===== src/rtl/exp_golomb_encoder.sv =====
// Order-0 Exp-Golomb serializer.
// Takes one DATA_WIDTH-bit value per handshake and emits N zeros followed by
// x[N:0], MSB first, where x = value + 1. Each codeword is followed by an
// idle gap so a downstream decoder can return to its counting state.
module exp_golomb_encoder #(
    parameter int DATA_WIDTH = 8,
    parameter int ADDR_WIDTH = 4,
    parameter int GAP_CYCLES = 3
) (
    input  logic                  clk_i,
    input  logic                  rstn_i,
    input  logic                  dft_tm_i,
    input  logic [DATA_WIDTH-1:0] dt_i,
    input  logic                  valid_i,
    output logic                  ready_o,
    output logic                  dt_o,
    output logic                  valid_o
);

    typedef enum logic [1:0] {
        S_IDLE  = 2'd0,
        S_ZEROS = 2'd1,
        S_BITS  = 2'd2,
        S_GAP   = 2'd3
    } state_t;

    state_t                state_reg;
    logic [DATA_WIDTH:0]   x_reg;
    logic [DATA_WIDTH:0]   x_next;
    logic [ADDR_WIDTH-1:0] n_next;
    logic [ADDR_WIDTH-1:0] cnt_reg;
    logic [ADDR_WIDTH-1:0] idx_reg;
    logic [ADDR_WIDTH-1:0] idx_dec;
    logic                  dt_reg;
    logic                  valid_reg;
    logic                  rstn_b_w;

    // In test mode the reset pin is masked so scan shifting cannot clear state.
    assign rstn_b_w = dft_tm_i ? 1'b1 : rstn_i;

    // Extend by one bit so the all-ones input does not wrap.
    assign x_next  = {1'b0, dt_i} + (DATA_WIDTH+1)'(1);
    assign idx_dec = idx_reg - ADDR_WIDTH'(1);

    // Priority chain: each stage overrides the lower result when its bit is set,
    // so the last stage holds the index of the most significant 1.
    logic [ADDR_WIDTH-1:0] msb_pos_w [DATA_WIDTH+1];
    assign msb_pos_w[0] = '0;
    generate
        for (genvar gi = 1; gi <= DATA_WIDTH; gi++) begin : g_msb
            assign msb_pos_w[gi] = x_next[gi] ? ADDR_WIDTH'(gi) : msb_pos_w[gi-1];
        end
    endgenerate
    assign n_next = msb_pos_w[DATA_WIDTH];

    assign ready_o = (state_reg == S_IDLE);
    assign dt_o    = dt_reg;
    assign valid_o = valid_reg;

    // Control FSM; the outputs registered here describe the bit shown during
    // the state being entered, so the first bit appears right after accept.
    always_ff @(posedge clk_i or negedge rstn_b_w) begin
        if (!rstn_b_w) begin
            state_reg <= S_IDLE;
            x_reg     <= '0;
            cnt_reg   <= '0;
            idx_reg   <= '0;
            dt_reg    <= 1'b0;
            valid_reg <= 1'b0;
        end else begin
            case (state_reg)
                S_IDLE: begin
                    dt_reg    <= 1'b0;
                    valid_reg <= 1'b0;
                    if (valid_i) begin
                        x_reg     <= x_next;
                        valid_reg <= 1'b1;
                        idx_reg   <= n_next;
                        if (n_next != '0) begin
                            // cnt holds zeros still to send after the current one
                            state_reg <= S_ZEROS;
                            cnt_reg   <= n_next - ADDR_WIDTH'(1);
                            dt_reg    <= 1'b0;
                        end else begin
                            state_reg <= S_BITS;
                            dt_reg    <= x_next[0];
                        end
                    end
                end
                S_ZEROS: begin
                    if (cnt_reg == '0) begin
                        state_reg <= S_BITS;
                        dt_reg    <= x_reg[idx_reg];
                    end else begin
                        cnt_reg <= cnt_reg - ADDR_WIDTH'(1);
                    end
                end
                S_BITS: begin
                    if (idx_reg == '0) begin
                        state_reg <= S_GAP;
                        cnt_reg   <= ADDR_WIDTH'(GAP_CYCLES - 1);
                        dt_reg    <= 1'b0;
                        valid_reg <= 1'b0;
                    end else begin
                        idx_reg <= idx_dec;
                        dt_reg  <= x_reg[idx_dec];
                    end
                end
                S_GAP: begin
                    if (cnt_reg == '0) begin
                        state_reg <= S_IDLE;
                    end else begin
                        cnt_reg <= cnt_reg - ADDR_WIDTH'(1);
                    end
                end
                default: begin
                    state_reg <= S_IDLE;
                    dt_reg    <= 1'b0;
                    valid_reg <= 1'b0;
                end
            endcase
        end
    end

endmodule

===== config.mk =====
export PLATFORM = sky130hd
export DESIGN_NAME = exp_golomb_encoder
export DESIGN_NICKNAME = d
export VERILOG_FILES = /design/src/rtl/exp_golomb_encoder.sv
export SDC_FILE = /design/constraint.sdc
export NUM_CORES = 1
export LEC_CHECK = 0
export BUFFER_PORTS_ARGS = -buffer_cell sky130_fd_sc_hd__buf_2
export CAP_MARGIN = 15
export CELL_PAD_IN_SITES_DETAIL_PLACEMENT = 0
export CELL_PAD_IN_SITES_GLOBAL_PLACEMENT = 1
export CORE_AREA = 2 2 64 66
export CTS_CLUSTER_DIAMETER = 200
export DETAILED_ROUTE_END_ITERATION = 8
export DIE_AREA = 0 0 66 68
export GPL_ROUTABILITY_DRIVEN = 0
export PLACE_DENSITY_LB_ADDON = 0.25
export SLEW_MARGIN = 0
export SYNTH_ARGS = -nofsm -noshare
export SYNTH_HDL_FRONTEND = slang
export SYNTH_SLANG_ARGS = --single-unit

===== constraint.sdc =====
create_clock -name clk_i -period 4 [get_ports clk_i]
set_input_delay 0.2 -clock clk_i [delete_from_list [all_inputs] [get_ports clk_i]]
set_output_delay 0.2 -clock clk_i [all_outputs]
set_load 0.01 [all_outputs]

# == Word level (Yosys, flattened, before mapping) ==
# Cells that the tools add are included.
# totals
register_bits,21
inputBits,12
out_inout_bits,3
wordCells,70
# classes
add_sub_neg,4
order_cmp,2
eq_ne,10
mux,35
n_reduce_logical,13
# op_table
op,count
$mux 4,7
$mux 2,7
$mux 3,4
$ne 2x2->1 const B,6
$pmux 4 s3,1
$sub 4x1->4 const B,3
$lt 4x5->1 const B,2
$mux 1,10
$add 8x1->9 const B,1
$bmux 1 s4,2
$logic_not 4->1,2
$pmux 2 s4,1
$pmux 4 s2,1
$reduce_and 4->1,2
$reduce_and 2->1,3
$eq 2x2->1 const B,2
$reduce_bool 4->1,1
$pmux 1 s3,1
$reduce_and 3->1,1
$reduce_bool 3->1,1
$eq 2x1->1 const B,1
$logic_not 2->1,1
$ne 2x1->1 const B,1
$pmux 1 s2,1
other kinds (2),2

# == Longest topological paths before layout ==
# depth
ltp_word,13
ltp_mapped,13
ltp_nobuf,12

# == Worst setup path before layout ==
# No wires, ideal clock.
# synth_path
kind,input -> register
from,input port dt_i[0]
to,register cnt_reg[2]
setup_time_ns,0.101
arrival_time_ns,2.308
t_required_ns,3.899
path_slack_ns,1.592
stages,11
path_buffers,1
path_cell_list,ha_1 > buf_4 > and2_4 > nor4bb_1 > a311oi_2 > o211a_1 > a211oi_1 > mux2i_1 > ha_1 > o31a_1 > o311ai_2
# synth_via
elab_chain_len,13
elab_cells_between_ends,16
classes_between,2 x add/sub; 1 x eq/ne; 11 x mux; 2 x reduce/logical
# synth_lines
item,line_no,text
"start, declared",13,"input logic [DATA_WIDTH-1:0] dt_i,"
$add 8x1->9 *,42,"assign x_next = {1'b0, dt_i} + (DATA_WIDTH+1)'(1);"
$mux 1,51,assign msb_pos_w[gi] = x_next[gi] ? ADDR_WIDTH'(gi) : msb_pos_w[gi-1];
$mux 2 (2 in a row),51,
$mux 3 (4 in a row),51,
$mux 4 *,51,
$sub 4x1->4,82,cnt_reg <= n_next - ADDR_WIDTH'(1);
$mux 4,79,if (n_next != '0) begin
$mux 4,75,if (valid_i) begin
$pmux 4 s3,71,case (state_reg)
"end signal, assigned",82,
"end signal, assigned",95,cnt_reg <= cnt_reg - ADDR_WIDTH'(1);
"end signal, assigned",101,cnt_reg <= ADDR_WIDTH'(GAP_CYCLES - 1);
"end, declared",31,logic [ADDR_WIDTH-1:0] cnt_reg;
# Every way passes the cells marked *; elsewhere a longest branch is shown, timed or not. The select of a mux whose other input is x is not followed.
# A chain may end at the register's enable or synchronous reset.

# == Worst setup path in the final report ==
# Ends and elaborated chain as after synthesis.

==> flow_summary_export.csv <==
group,metric,value,unit
status,status,"finished clean",
finish,final_nets,228,
finish,drive_gt1_share,20.2,%
sta,finClkSkew,0.00768,ns
critical_path,critical_path.max_fanout,8,
cts,hold_buffers,3,
sta,maxSlewViolCount,0,
job,cap_violations,0,
synth,synthFlopType,"dfrtp_1",
synth,async_flop_share,100,%
synth,synth_warnings,0,
sta,final_hold_viol_count,0,
critical_path,crit_arrival,2.79,ns
synth,postSynthCellCount,197,
global_route,grt_use_total,20.6,%
finish,diodes,0,
cts,root_buffer,"clkbuf_8",
synth,synth.cell_area,0.00179,mm2
power_and_ir_drop,p_per_area,651,mW/mm2
sta,max_freq,383,MHz
drt,vias,1502,
drt,ant_nets,0,
drt,routed_wl,4.10,mm
critical_path,crit_path_end_kind,"register",
synth,synth_common_cells,"o21ai_0 (22), dfrtp_1 (21), nand2_1 (20), nor2_1 (11), a21oi_1 (10)",
power_and_ir_drop,cellLeakagePower,0.000801,uW
cts,postCtsSetupRepairBufs,0,
global_route,grt_pass1_vias,1438,
die,ios,15,
cts,htreeDepth,1,
place,io_buffer_count,14,
sta,period_needed,2.61,ns
synth,synthTopCellsByArea,"dfrtp_1 (29%), o21ai_0 (6.2%), mux4_2 (5.0%)",
cts,cts_tree,"yes",
cts,cts_resized,0,
die,row_count,23,
global_route,grt_overflow,0,
synth,synth_edf_count,0,
synth,synth.net_count,216,
die,initial_core_util,46.4,%
drt,first_iter_violations,69,
synth,yosysSeqAreaShare,29.4,%
critical_path,reg2reg_slack,1.56,ns
sta,min_period_over_period,65.3,%
finish,area_delta_synth_final,7.84,%
critical_path,crit_required,4.18,ns
drt,vias_per_cell,5.82,
global_route,antenna_found_initial,0,
synth,yosysUniqueCellTypes,62,
cts,cts_num_sinks,21,
sta,slew_headroom,56.0,%
sta,setup_ws,1.39,ns
drt,drt_pass1_iterations,4,
finish,largest_reg_flops,9,
die,dieArea,0.00449,mm2
global_route,grt_first_pass_wirelength,7.05,mm
place,place_hpwl,3.14,mm
synth,yosysMostFrequentCell,"o21ai_0",
sta,rsz0062_at_grt,"no",
die,core_area,0.00386,mm2
die,fp.dieH,68,um
synth,ys_ff_latch,21,
synth,avgSynthCellArea,9.08,um2
drt,wire_per_inst,15.9,um
synth,synth_top_area_share,29.4,%
synth,yosys.area.top_type,"dfrtp_1",
cts,path_clk_slew,0.08,ns
cts,cts_made_buffers,3,
cts,clock_latency,0.27,ns
global_route,grt_max_degree,19,
critical_path,cp-start-kind,"primary input",
sta,worst_pin_slew,0.657,ns
critical_path,worstSetupPathType,"primary input to register",
place,place_ws,1.11,ns
cts,clockBufferDepth,2,
die,die_x,66,um
drt,drc,0,
min_path,min_path_type,"primary input to register",
sta,setup_viol,0,
power_and_ir_drop,peakVddDrop,0.338,mV
sta,setup_tns,0,ns
-- stage by stage --
step	cell area, um2	util [%]	power (uW)	hold slack, ns	cells
after CTS	1930	50.0	1260	0.238	258
final	1930	50.0	1260	0.232	258
after detailed placement	1850	48.0	1110	0.291	251
after global placement	1850	48.0	1090	0.279	251
after global routing	1930	50.0	1370	0.260	258
after floorplan	1790	-	960	0.132	197
-- where the power goes --
group	total (uW)	internal [uW]	switching, uW
logic	711	333	378
clock network	141	69.5	71.2
registers	404	306	97.9
-- kinds of logic (layout without fill, tap and decap cells) --
kind of cell    count (synthesis)  count (layout)  share of synthesized area, %
compound gates                 60              60                          24.1
xor+xnor                        8               8                          3.92
fa+ha+maj                       7               7                          4.90
buf+inv                        18              29                          5.53
flops                          21              21                          29.4
mux                            11              11                          9.10
simple gates                   72              72                          23.1
-- cells in the final DEF, fill, tap and decap left out, drive strengths merged, types with 2 or more instances in the layout --
cell type / count
nand3: 10
nor4: 2
nand4: 2
buf: 14
nor2b: 2
dfrtp: 21
inv: 8
o21a: 3
clkbuf: 3
ha: 7
mux4: 4
mux2: 2
xnor2: 4
o21ai: 24
a22o: 2
a21oi: 10
a311oi: 2
nand2: 21
nor2: 12
or2: 3
or3: 5
xor2: 4
a21o: 3
dlygate4sd3: 3
nor3: 6
mux2i: 5
nand2b: 3
o311ai: 2
-- critical path, stage by stage --
cell	delay, ns
buf_2	0.14
ha_1	0.32
and2_4	0.21
nor4bb_1	0.34
a311oi_2	0.10
o211a_1	0.16
a211oi_1	0.39
mux2i_1	0.15
ha_1	0.26
o31a_1	0.32
o311ai_2	0.20
-- per-layer routing --
layer  global-route usage [%]  routed length, um  up-vias
met2                     34.3               1960       21
met1                     28.7               2010      722
met5                        0                  0        -
li1                         -                  -      754
met4                     6.12                 61        0
met3                     1.97                 66        5
-- area by class of cell --
class	count	area, um2
Fill cell	364	1930
Inverter	8	30.0
Clock inverter	1	5.00
Multi-Input combinational cell	158	1160
Tap cell	50	62.6
Sequential cell	21	526
Timing Repair Buffer	17	100
Clock buffer	3	41.3
-- final timing paths --
kind	from	cells past startpoint	endpoint
worst max-delay path	dt_i[0]	11	cnt_reg[2]
worst min-delay path	dt_i[0]	2	x_reg[0]
worst max register to register	state_reg[1]	8	cnt_reg[2]
worst min register to register	dt_o	1	dt_o
max in group asynchronous	rstn_i	4	dt_o
min in group asynchronous	dft_tm_i	3	cnt_reg[2]
Power figures use the tool's default switching activity.
